[config.mk]
export PLATFORM = sky130hd
export DESIGN_NAME = morra_match_ctrl_flat
export DESIGN_NICKNAME = d
export VERILOG_FILES = /design/src/rtl/morra_match_ctrl_if.sv /design/src/rtl/morra_match_ctrl.sv /design/src/flat_wrapper.sv
export SDC_FILE = /design/constraint.sdc
export NUM_CORES = 1
export LEC_CHECK = 0
export ABC_AREA = 1
export CAP_MARGIN = 20
export CORE_ASPECT_RATIO = 1.25
export CORE_MARGIN = 4
export CORE_UTILIZATION = 50
export CTS_CLUSTER_DIAMETER = 40
export CTS_CLUSTER_SIZE = 20
export DETAILED_ROUTE_END_ITERATION = 10
export PLACE_DENSITY = 0.77
export SETUP_SLACK_MARGIN = 0.4
export SLEW_MARGIN = 30
export SYNTH_ARGS = -nofsm -noshare
export SYNTH_HDL_FRONTEND = slang
export SYNTH_SLANG_ARGS = --single-unit
[constraint.sdc]
create_clock -name clk -period 2.75 [get_ports clk]
set_clock_uncertainty 0.15 [all_clocks]
set_input_delay 0.55 -clock clk [delete_from_list [all_inputs] [get_ports clk]]
set_output_delay 0.55 -clock clk [all_outputs]
set_load 0.02 [all_outputs]
[src/rtl/morra_match_ctrl_if.sv]
// ---------------------------------------------------------------------------
// morra_match_ctrl_if
//
// Groups the two player move handshakes and the game-core command/result
// bus that surround the match controller.
//
//   P1_MOVE/P1_VALID/P1_READY   player-1 move handshake (2-bit move)
//   P2_MOVE/P2_VALID/P2_READY   player-2 move handshake (2-bit move)
//   CORE_START                  core start/config strobe
//   CORE_P1/CORE_P2             moves (or config code) driven to the core
//   CORE_ROUND                  core round result (00 null, 01 P1, 10 P2, 11 tie)
//   CORE_GAME                   core game result (00 running, 01 P1, 10 P2, 11 draw)
//
// Modports:
//   slave  - the match controller (consumes moves, drives the core)
//   master - the environment (players and game core)
// ---------------------------------------------------------------------------
interface morra_match_ctrl_if;

   logic [1:0] P1_MOVE;
   logic       P1_VALID;
   logic       P1_READY;
   logic [1:0] P2_MOVE;
   logic       P2_VALID;
   logic       P2_READY;

   logic       CORE_START;
   logic [1:0] CORE_P1;
   logic [1:0] CORE_P2;
   logic [1:0] CORE_ROUND;
   logic [1:0] CORE_GAME;

   modport slave (
      input  P1_MOVE, P1_VALID, P2_MOVE, P2_VALID, CORE_ROUND, CORE_GAME,
      output P1_READY, P2_READY, CORE_START, CORE_P1, CORE_P2
   );

   modport master (
      output P1_MOVE, P1_VALID, P2_MOVE, P2_VALID, CORE_ROUND, CORE_GAME,
      input  P1_READY, P2_READY, CORE_START, CORE_P1, CORE_P2
   );

endinterface

[src/rtl/morra_match_ctrl.sv]
// ---------------------------------------------------------------------------
// morra_match_ctrl
//
// Match-level sequencer for the Morra Cinese game core. For each game it
// configures the core, then repeatedly collects one move per player, issues
// the pair, samples the round result, polls the core with a null pair and
// samples the game result. Finished games update a scoreboard until one
// player reaches WINS_NEEDED or MAX_GAMES games have been played.
//
// Ports:
//   clk, rst_n      clock, asynchronous active-low reset
//   MATCH_GO        one-cycle match start request (ignored while BUSY)
//   CFG_LEN         game length code, sent on {CORE_P1,CORE_P2} at start
//   bus             player handshakes and core bus (slave modport)
//   LAST_ROUND      last round result sampled after a move pair
//   SCORE1/SCORE2   games won by player 1 / player 2
//   GAMES           games completed, draws included
//   MATCH_WINNER    00 none/in progress, 01 P1, 10 P2, 11 drawn match
//   BUSY            high while a match is in progress
//
// Parameters:
//   WINS_NEEDED     games needed to take the match
//   MAX_GAMES       games after which the match ends on score comparison
//   SCORE_W         width of the score/game counters
//   CORE_LAT        cycles (>= 1) from driving the core to a valid result
// ---------------------------------------------------------------------------
module morra_match_ctrl #(
   parameter int WINS_NEEDED = 2,
   parameter int MAX_GAMES   = 5,
   parameter int SCORE_W     = 3,
   parameter int CORE_LAT    = 1
) (
   input  logic                 clk,
   input  logic                 rst_n,
   input  logic                 MATCH_GO,
   input  logic [3:0]           CFG_LEN,
   morra_match_ctrl_if.slave    bus,
   output logic [1:0]           LAST_ROUND,
   output logic [SCORE_W-1:0]   SCORE1,
   output logic [SCORE_W-1:0]   SCORE2,
   output logic [SCORE_W-1:0]   GAMES,
   output logic [1:0]           MATCH_WINNER,
   output logic                 BUSY
);

   localparam int                 LAT_W    = (CORE_LAT > 1) ? $clog2(CORE_LAT) : 1;
   localparam logic [LAT_W-1:0]   LAT_LAST = LAT_W'(CORE_LAT - 1);
   localparam logic [SCORE_W-1:0] WIN_TGT  = SCORE_W'(WINS_NEEDED);
   localparam logic [SCORE_W-1:0] GAME_TGT = SCORE_W'(MAX_GAMES);
   localparam logic [SCORE_W-1:0] CNT_MAX  = {SCORE_W{1'b1}};

   typedef enum logic [3:0] {
      IDLE,
      CFG,
      COLLECT,
      ISSUE,
      WAIT_R,
      POLL,
      WAIT_G,
      GAME_END,
      DONE
   } state_t;

   state_t             state;
   state_t             state_nx;

   // One-entry move buffer per player
   logic               full1;
   logic               full2;
   logic [1:0]         mv1;
   logic [1:0]         mv2;

   logic [LAT_W-1:0]   lat_cnt;
   logic [1:0]         game_res;

   logic               cap1;
   logic               cap2;
   logic               lat_done;
   logic               go_ok;

   logic [SCORE_W-1:0] score1_nx;
   logic [SCORE_W-1:0] score2_nx;
   logic [SCORE_W-1:0] games_nx;
   logic [1:0]         end_winner;

   function automatic logic [SCORE_W-1:0] sat_inc(input logic [SCORE_W-1:0] v,
                                                   input logic               en);
      if (en && (v != CNT_MAX)) begin
         return v + SCORE_W'(1);
      end
      return v;
   endfunction

   // ------------------------------------------------------------------------
   // Handshake and status decode
   // ------------------------------------------------------------------------
   assign bus.P1_READY = (state == COLLECT) && !full1;
   assign bus.P2_READY = (state == COLLECT) && !full2;
   assign cap1         = bus.P1_READY && bus.P1_VALID;
   assign cap2         = bus.P2_READY && bus.P2_VALID;

   assign lat_done     = (lat_cnt == LAT_LAST);
   assign go_ok        = ((state == IDLE) || (state == DONE)) && MATCH_GO;
   assign BUSY         = (state != IDLE) && (state != DONE);

   // ------------------------------------------------------------------------
   // Scoreboard update for the game result held in game_res. Only committed
   // in GAME_END; the end-of-match decision looks at the post-update values
   // so the winning game itself ends the match.
   // ------------------------------------------------------------------------
   always_comb begin
      score1_nx  = sat_inc(SCORE1, game_res == 2'b01);
      score2_nx  = sat_inc(SCORE2, game_res == 2'b10);
      games_nx   = sat_inc(GAMES, 1'b1);
      end_winner = 2'b00;
      if (score1_nx == WIN_TGT) begin
         end_winner = 2'b01;
      end else if (score2_nx == WIN_TGT) begin
         end_winner = 2'b10;
      end else if (games_nx == GAME_TGT) begin
         if (score1_nx > score2_nx) begin
            end_winner = 2'b01;
         end else if (score2_nx > score1_nx) begin
            end_winner = 2'b10;
         end else begin
            end_winner = 2'b11;
         end
      end
   end

   // ------------------------------------------------------------------------
   // Next-state and core-bus outputs
   // ------------------------------------------------------------------------
   // NOTE: every signal this block writes gets a default first, so no path
   // leaves a value unassigned and no latch is inferred.
   always_comb begin
      state_nx       = state;
      bus.CORE_START = 1'b0;
      bus.CORE_P1    = 2'b00;
      bus.CORE_P2    = 2'b00;

      case (state)
         IDLE, DONE: begin
            if (MATCH_GO) begin
               state_nx = CFG;
            end
         end

         CFG: begin
            bus.CORE_START             = 1'b1;
            {bus.CORE_P1, bus.CORE_P2} = CFG_LEN;
            state_nx                   = COLLECT;
         end

         COLLECT: begin
            // A capture this cycle counts as full, so ISSUE follows the
            // last capture directly.
            if ((full1 || cap1) && (full2 || cap2)) begin
               state_nx = ISSUE;
            end
         end

         ISSUE: begin
            bus.CORE_P1 = mv1;
            bus.CORE_P2 = mv2;
            state_nx    = WAIT_R;
         end

         WAIT_R: begin
            if (lat_done) begin
               state_nx = POLL;
            end
         end

         // Null pair: the core reports the game state without counting a round
         POLL: begin
            state_nx = WAIT_G;
         end

         WAIT_G: begin
            if (lat_done) begin
               state_nx = (bus.CORE_GAME == 2'b00) ? COLLECT : GAME_END;
            end
         end

         GAME_END: begin
            state_nx = (end_winner != 2'b00) ? DONE : CFG;
         end

         default: begin
            state_nx = IDLE;
         end
      endcase
   end

   // ------------------------------------------------------------------------
   // State register, latency counter, move buffers and scoreboard
   // ------------------------------------------------------------------------
   // NOTE: sequential state uses non-blocking assignments so every register
   // samples the pre-edge values of the others, independent of statement order.
   always_ff @(posedge clk or negedge rst_n) begin
      if (!rst_n) begin
         state        <= IDLE;
         lat_cnt      <= '0;
         // NOTE: the move buffers are plain flops, not a RAM, so they are
         // reset with everything else; a reset mid-COLLECT must not leave a
         // stale move that would skip the next capture.
         full1        <= 1'b0;
         full2        <= 1'b0;
         mv1          <= 2'b00;
         mv2          <= 2'b00;
         game_res     <= 2'b00;
         LAST_ROUND   <= 2'b00;
         SCORE1       <= '0;
         SCORE2       <= '0;
         GAMES        <= '0;
         MATCH_WINNER <= 2'b00;
      end else begin
         state <= state_nx;

         // Counts the cycles spent in WAIT_R / WAIT_G; zero on entry.
         if (((state == WAIT_R) || (state == WAIT_G)) && !lat_done) begin
            lat_cnt <= lat_cnt + LAT_W'(1);
         end else begin
            lat_cnt <= '0;
         end

         if (cap1) begin
            full1 <= 1'b1;
            mv1   <= bus.P1_MOVE;
         end else if (state == ISSUE) begin
            full1 <= 1'b0;
            mv1   <= 2'b00;
         end

         if (cap2) begin
            full2 <= 1'b1;
            mv2   <= bus.P2_MOVE;
         end else if (state == ISSUE) begin
            full2 <= 1'b0;
            mv2   <= 2'b00;
         end

         if ((state == WAIT_R) && lat_done) begin
            LAST_ROUND <= bus.CORE_ROUND;
         end

         if ((state == WAIT_G) && lat_done) begin
            game_res <= bus.CORE_GAME;
         end

         if (go_ok) begin
            SCORE1       <= '0;
            SCORE2       <= '0;
            GAMES        <= '0;
            MATCH_WINNER <= 2'b00;
         end else if (state == GAME_END) begin
            SCORE1       <= score1_nx;
            SCORE2       <= score2_nx;
            GAMES        <= games_nx;
            MATCH_WINNER <= end_winner;
         end
      end
   end

   // ------------------------------------------------------------------------
   // Structural properties
   // ------------------------------------------------------------------------
   a_start_only_in_cfg : assert property (@(posedge clk) disable iff (!rst_n)
      bus.CORE_START |-> (state == CFG));

   a_winner_only_when_done : assert property (@(posedge clk) disable iff (!rst_n)
      (MATCH_WINNER != 2'b00) |-> (state == DONE));

   a_buffers_empty_outside_collect : assert property (@(posedge clk) disable iff (!rst_n)
      ((state != COLLECT) && (state != ISSUE)) |-> (!full1 && !full2));

endmodule
[src/flat_wrapper.sv]
// flat-port wrapper written by rule: the top's interface ports become plain ports
module morra_match_ctrl_flat 
#(
   parameter int WINS_NEEDED = 2,
   parameter int MAX_GAMES   = 5,
   parameter int SCORE_W     = 3,
   parameter int CORE_LAT    = 1
)
  (clk, rst_n, MATCH_GO, CFG_LEN, LAST_ROUND, SCORE1, SCORE2, GAMES, MATCH_WINNER, BUSY, bus_P1_MOVE, bus_P1_VALID, bus_P2_MOVE, bus_P2_VALID, bus_CORE_ROUND, bus_CORE_GAME, bus_P1_READY, bus_P2_READY, bus_CORE_START, bus_CORE_P1, bus_CORE_P2);
  morra_match_ctrl_if bus_i ();
  input  logic clk;
  input  logic rst_n;
  input  logic MATCH_GO;
  input  logic [3:0] CFG_LEN;
  output logic [1:0] LAST_ROUND;
  output logic [SCORE_W-1:0] SCORE1;
  output logic [SCORE_W-1:0] SCORE2;
  output logic [SCORE_W-1:0] GAMES;
  output logic [1:0] MATCH_WINNER;
  output logic BUSY;
  input wire logic [$bits(bus_i.P1_MOVE)-1:0] bus_P1_MOVE;
  input wire logic [$bits(bus_i.P1_VALID)-1:0] bus_P1_VALID;
  input wire logic [$bits(bus_i.P2_MOVE)-1:0] bus_P2_MOVE;
  input wire logic [$bits(bus_i.P2_VALID)-1:0] bus_P2_VALID;
  input wire logic [$bits(bus_i.CORE_ROUND)-1:0] bus_CORE_ROUND;
  input wire logic [$bits(bus_i.CORE_GAME)-1:0] bus_CORE_GAME;
  output wire logic [$bits(bus_i.P1_READY)-1:0] bus_P1_READY;
  output wire logic [$bits(bus_i.P2_READY)-1:0] bus_P2_READY;
  output wire logic [$bits(bus_i.CORE_START)-1:0] bus_CORE_START;
  output wire logic [$bits(bus_i.CORE_P1)-1:0] bus_CORE_P1;
  output wire logic [$bits(bus_i.CORE_P2)-1:0] bus_CORE_P2;
  assign bus_i.P1_MOVE = bus_P1_MOVE;
  assign bus_i.P1_VALID = bus_P1_VALID;
  assign bus_i.P2_MOVE = bus_P2_MOVE;
  assign bus_i.P2_VALID = bus_P2_VALID;
  assign bus_i.CORE_ROUND = bus_CORE_ROUND;
  assign bus_i.CORE_GAME = bus_CORE_GAME;
  assign bus_P1_READY = bus_i.P1_READY;
  assign bus_P2_READY = bus_i.P2_READY;
  assign bus_CORE_START = bus_i.CORE_START;
  assign bus_CORE_P1 = bus_i.CORE_P1;
  assign bus_CORE_P2 = bus_i.CORE_P2;
  morra_match_ctrl #(.WINS_NEEDED(WINS_NEEDED), .MAX_GAMES(MAX_GAMES), .SCORE_W(SCORE_W), .CORE_LAT(CORE_LAT)) u_core (.clk(clk), .rst_n(rst_n), .MATCH_GO(MATCH_GO), .CFG_LEN(CFG_LEN), .bus(bus_i), .LAST_ROUND(LAST_ROUND), .SCORE1(SCORE1), .SCORE2(SCORE2), .GAMES(GAMES), .MATCH_WINNER(MATCH_WINNER), .BUSY(BUSY));
endmodule
=== Word-level counts from Yosys, hierarchy flattened ===
Index checks and enable logic that the tools add are counted.

* Output and inout bits: 21
* Word-level logic and storage cells: 106
* Register bits after elaboration: 26

* Bitwise logic cells: 1
* Eq/ne operators: 21
* Reductions and logical operators: 27
* Mux-type cells: 39
* Add/subtract/negate cells: 4
* $lt $le $gt $ge: 2

{| class="wikitable"
|+ Operators with widths
! cell !! number
|-
| two-way mux 3 bit || 13
|-
| one-hot mux 4 bit (8 select lines) || 1
|-
| two-way mux 4 bit || 5
|-
| two-way mux 2 bit || 9
|-
| == test 4 x 3 -> 1 bit (second input constant) || 4
|-
| logical AND 1 bit || 12
|-
| adder 3 x 1 -> 3 bit (second input constant) || 3
|-
| two-way mux 1 bit || 9
|-
| inequality test 3 bit (second input constant) || 3
|-
| == test 4 x 2 -> 1 bit (second input constant) || 2
|-
| inequality test 2 bit (second input constant) || 4
|-
| one-hot mux 2 bit (2 select lines) || 2
|-
| nonzero test 2 bit || 4
|-
| == test 3 x 2 -> 1 bit (second input constant) || 2
|-
| > comparator 3 bit || 2
|-
| == test 4 x 1 -> 1 bit (second input constant) || 1
|-
| == test 4 bit (second input constant) || 1
|-
| logical NOT 4 bit || 1
|-
| logical OR 1 bit || 4
|-
| inequality test 4 bit (second input constant) || 1
|-
| AND reduction 4 bit || 1
|-
| nonzero test 4 bit || 1
|-
| == test 3 bit (second input constant) || 1
|-
| == test 2 x 1 -> 1 bit (second input constant) || 1
|-
| other kinds (6) || 7
|}

=== Logic depth before layout (Yosys ltp) ===
* Depth in word-level cells: 13
* Mapped depth: 16

=== Worst setup path after synthesis ===
Ideal clock, no wire load.

* Path kind: reg2reg
* From: register u_core.SCORE1[0]
* To: register u_core.MATCH_WINNER[0]
* Stages on the path, launching flop included: 16
* Path slack: 392 ps
* Buffers on the path: 0
* Arrival time: 2092 ps
* Cell sequence: dfrtp_1 > ha_1 > ha_1 > inv_1 > nand3_4 > o21ai_1 > inv_1 > ha_1 > nand3_1 > nand2_1 > inv_1 > nand2_2 > nand2_1 > nand2_1 > nand2_1 > nand2_1

* Cells in the longest elaborated chain, start to end: 12
* Elaborated cells between the ends (all ways): 16

{| class="wikitable"
|+ Ends and longest elaborated chain
! item !! RTL line !! source
|-
| start: declaration || morra_match_ctrl.sv:39 || <nowiki>output logic [SCORE_W-1:0] SCORE1,</nowiki>
|-
| start signal: assignment || morra_match_ctrl.sv:258 || <nowiki>SCORE1 <= score1_nx;</nowiki>
|-
| branches (longest 3 deep; another with adder 3 x 1 -> 3 bit) || n/a ||
|-
| two-way mux 3 bit (*) || morra_match_ctrl.sv:91 || <nowiki>return v;</nowiki>
|-
| > comparator 3 bit || morra_match_ctrl.sv:123 || <nowiki>end else if (score2_nx > score1_nx) begin</nowiki>
|-
| two-way mux 1 bit || morra_match_ctrl.sv:123 ||
|-
| two-way mux 2 bit || morra_match_ctrl.sv:121 || <nowiki>if (score1_nx > score2_nx) begin</nowiki>
|-
| two-way mux 2 bit || morra_match_ctrl.sv:120 || <nowiki>end else if (games_nx == GAME_TGT) begin</nowiki>
|-
| two-way mux 2 bit || morra_match_ctrl.sv:118 || <nowiki>end else if (score2_nx == WIN_TGT) begin</nowiki>
|-
| two-way mux 2 bit (*) || morra_match_ctrl.sv:116 || <nowiki>if (score1_nx == WIN_TGT) begin</nowiki>
|-
| two-way mux 2 bit (*) || morra_match_ctrl.sv:257 || <nowiki>end else if (state == GAME_END) begin</nowiki>
|-
| two-way mux 2 bit (*) || morra_match_ctrl.sv:252 || <nowiki>if (go_ok) begin</nowiki>
|-
| end signal: assignment || morra_match_ctrl.sv:261 || <nowiki>MATCH_WINNER <= end_winner;</nowiki>
|-
| end: declaration || morra_match_ctrl.sv:42 || <nowiki>output logic [1:0] MATCH_WINNER,</nowiki>
|}

Mark *: on every way between the ends. The select of a mux whose other input is x is not followed.
A chain may end at the register's enable or synchronous reset.

=== Final worst setup path ===
* From: register u_core.state[3]
* To: output bus_CORE_P1[0]

* Cells in the longest elaborated chain, start to end: 2
* Elaborated cells between the ends (all ways): 3

{| class="wikitable"
|+ Ends and longest elaborated chain
! item !! RTL line !! source
|-
| start: declaration || morra_match_ctrl.sv:64 || <nowiki>state_t state;</nowiki>
|-
| start signal: assignment || morra_match_ctrl.sv:219 || <nowiki>state <= state_nx;</nowiki>
|-
| == test 4 x 2 -> 1 bit or == test 4 x 1 -> 1 bit (tied branches) || morra_match_ctrl.sv:142 || <nowiki>case (state)</nowiki>
|-
| one-hot mux 2 bit (2 select lines) (*) || morra_match_ctrl.sv:142 ||
|-
| end: declaration || flat_wrapper.sv:30 || <nowiki>output wire logic [$bits(bus_i.CORE_P1)-1:0] bus_CORE_P1;</nowiki>
|}

Every way passes the cells marked *; elsewhere a longest branch is shown, timed or not.

==> flow_summary.toml <==
[run_status]
status = "complete, no violations"

[setup_path]
arrival_ps = 1600
slowest_delay_ps = 450
crit_chain = "nor2_4, inv_2, nor3_4, buf_6, nand2_1, o21ai_2, buf_4"
worstPathRequired_ps = 2050
critical_path_class = "flip-flop to output port"
crit_start = "u_core.state[3]$_DFFE_PN0P_"
r2r_cells = 14
path_depth = 7
r2r_start = "u_core.SCORE1[0]$_DFFE_PN0P_"
rrSetupSlack_ps = 540
r2r_end = "u_core.MATCH_WINNER[1]$_DFFE_PN0P_"
path_delay_family = "flip-flops"
cp_slowest_cell = "dfrtp_1"
worstPathMaxFanout = 5
cp-end-kind = "output port"
start_kind = "flip-flop"
path_buf_inv = 3

[sta]
setup_viol = 0
fin_tns_setup_ps = 0
finalMaxSlewViolations = 0
final_hold_viol_count = 0
period_needed_ps = 2300
post-route-period-util = 0.838
max_freq_mhz = 434
rsz0062_at_grt = "true"

[yosys]
ys_seq_area_frac = 0.399
yosysTopAreaCell = "dfrtp_1"
synthCells = 195
syn-num-nets = 220
synth_top_area_share = 0.399
syn_area_per_cell_um2 = 8.37
syn_area_um2 = 1630
synth_cell_type_count = 29
synth.ff_latch_count = 26
yosys_warnings = 0
synth.top_cells.by_area = "dfrtp_1 (40%), nand2_1 (9.7%), inv_1 (7.8%), ha_1 (6.1%), o21ai_0 (4.6%)"

[detailed_routing]
drcViolationCount = 0
avgRoutedWirePerCell_um = 13.6
routed_wl_um = 3870
drtIter0Drc = 72
num_vias = 1485
firstDrtPassIters = 5
vias_per_cell = 5.23
ant_nets = 0

[power]
p_leak_uw = 0.00110
worst_ir_drop_vdd_v = 0.000821
power.density_nw_per_um2 = 1200

[hold_path]
holdPathEnd = "u_core.MATCH_WINNER[1]$_DFFE_PN0P_"
hold_class = "flip-flop to flip-flop"
hold_depth = 2
min_from = "u_core.MATCH_WINNER[1]$_DFFE_PN0P_"

[floorplan]
io_pins = 38
core_area_um2 = 3030
initial_core_util = 0.539
die_w_um = 59.1
die_area_um2 = 4250
die_h_um = 71.9
fp-row-count = 22

[cts]
cts.clk_slew.worst_paths_ps = 150
clockBufferDepth = 2
clkLatencyLatePin_ps = 330
cts_tree = "done"
cts_buffers = 3
htree_levels = 1
cts_root_buf = "clkbuf_4"
clock_sinks = 26
ctsHoldBuffers = 0

[placement]
place.gp.congestion = 0.893
place_area_um2 = 2070
hpwl_um = 2840
port_buffers = 37

[global_routing]
grt_usage = 0.193
grt_first_pass_wirelength_um = 6400
first_global_vias = 1518
grt_max_degree = 27
antenna_found_initial = 0
grt_overflow_total = 0

[cells_and_area]
nNetsFinal = 274
mostFrequentLayoutCell = "nand2_1"
drive_gt1_frac = 0.290
fillers = 245
final_cell_mix = "nand2_1 (41), inv_1 (29), clkdlybuf4s50_1 (29)"
fin_area_um2 = 2230
antennaDiodeCount = 0
area_growth_syn_to_layout_pct = 36.9
final_util = 0.738

[job]
max_cap_viol_count = 0
[per-layer routing]
layer / wire length, um / share of wire / track usage
met5: 0 / 0 / 0
met4: 68 / 0.018 / 0.0730
met3: 186 / 0.048 / 0.0198
met2: 2140 / 0.55 / 0.370
met1: 1480 / 0.38 / 0.209
[cell usage after synthesis]
master     instances
a21oi_1            3
ha_1               8
nand3_4            2
nor2_4             3
nand3_1           10
a211oi_1           1
nor4_1             1
o22ai_1            4
nand2_1           42
nand4_1            5
nor3_1             1
nand2_4            1
nor2_1             5
nor2_2             3
inv_1             34
conb_1             1
mux2_1             2
nor2_8             1
xor2_1             1
dfrtp_1           26
nand3_2            3
o21ai_2            4
inv_2              7
xor2_2             2
o21ai_0           15
o21ai_1            1
nand2_2            7
a21oi_2            1
o2111ai_4          1
[report_power, final]
part	switching (uW)	internal, uW
Sequential	152	534
Combinational	1010	729
Clock	120	147
Total	1280	1410
[registers in the layout, indices dropped and copies added (netlist names)]
register and flops:
u_core.lat_cnt 1, u_core.full1 1, u_core.full2 1, u_core.SCORE1 3, u_core.MATCH_WINNER 2, u_core.GAMES 3
u_core.state 4, u_core.LAST_ROUND 2, u_core.SCORE2 3, u_core.game_res 2, u_core.mv1 2, u_core.mv2 2
[what timing repair did]
item | in CTS | in global routing
pin swaps | 0 | 4
buffers inserted | 4 | 6
cloned | 0 | 0
gates resized for setup | 29 | 25
setup endpoints to repair | 10 | 9
[logic make-up after synthesis]
family	synth area share
fa+ha+maj	0.0614
mux	0.0138
buf+inv	0.0943
flops	0.399
xor+xnor	0.0253
simple gates	0.283
other cells	0.00230
compound gates	0.121
[worst max-delay path by stage]
stage	to	slack, ps
floorplan	bus_CORE_P1[0]	440
global placement	bus_CORE_P1[1]	320
detailed placement	bus_CORE_P1[0]	280
CTS	bus_CORE_P1[0]	320
global route	bus_CORE_P2[1]	340
finish	bus_CORE_P1[0]	450
[worst register-to-register path: cells and delay by family (launching register included)]
family,cells,cell delay (ps)
AOI/OAI and AO/OA,1,210
adders and majority gates,3,670
buffers and inverters,3,200
DFF,1,420
and+or+nand+nor,7,490
[per-stage QoR]
stage / hold slack, ps / setup slack (ps) / total power (uW) / cells
CTS: 357 / 322 / 2550 / 278
global placement: 316 / 316 / 2190 / 270
detailed placement: 322 / 280 / 2240 / 270
global route: 383 / 343 / 2920 / 284
floorplan: 104 / 437 / 1760 / 195
finish: 358 / 446 / 2690 / 284
[area by class of cell]
type                            instances  area, um^2  share of cell area
Timing Repair Buffer                   49         442               0.198
Clock inverter                          1        30.0              0.0134
Tap cell                               36        45.0              0.0202
Inverter                               41         154              0.0689
Sequential cell                        26         654               0.293
Clock buffer                            3        22.5              0.0101
Multi-Input combinational cell        128         886               0.397
(Power assumes the default switching activity.)
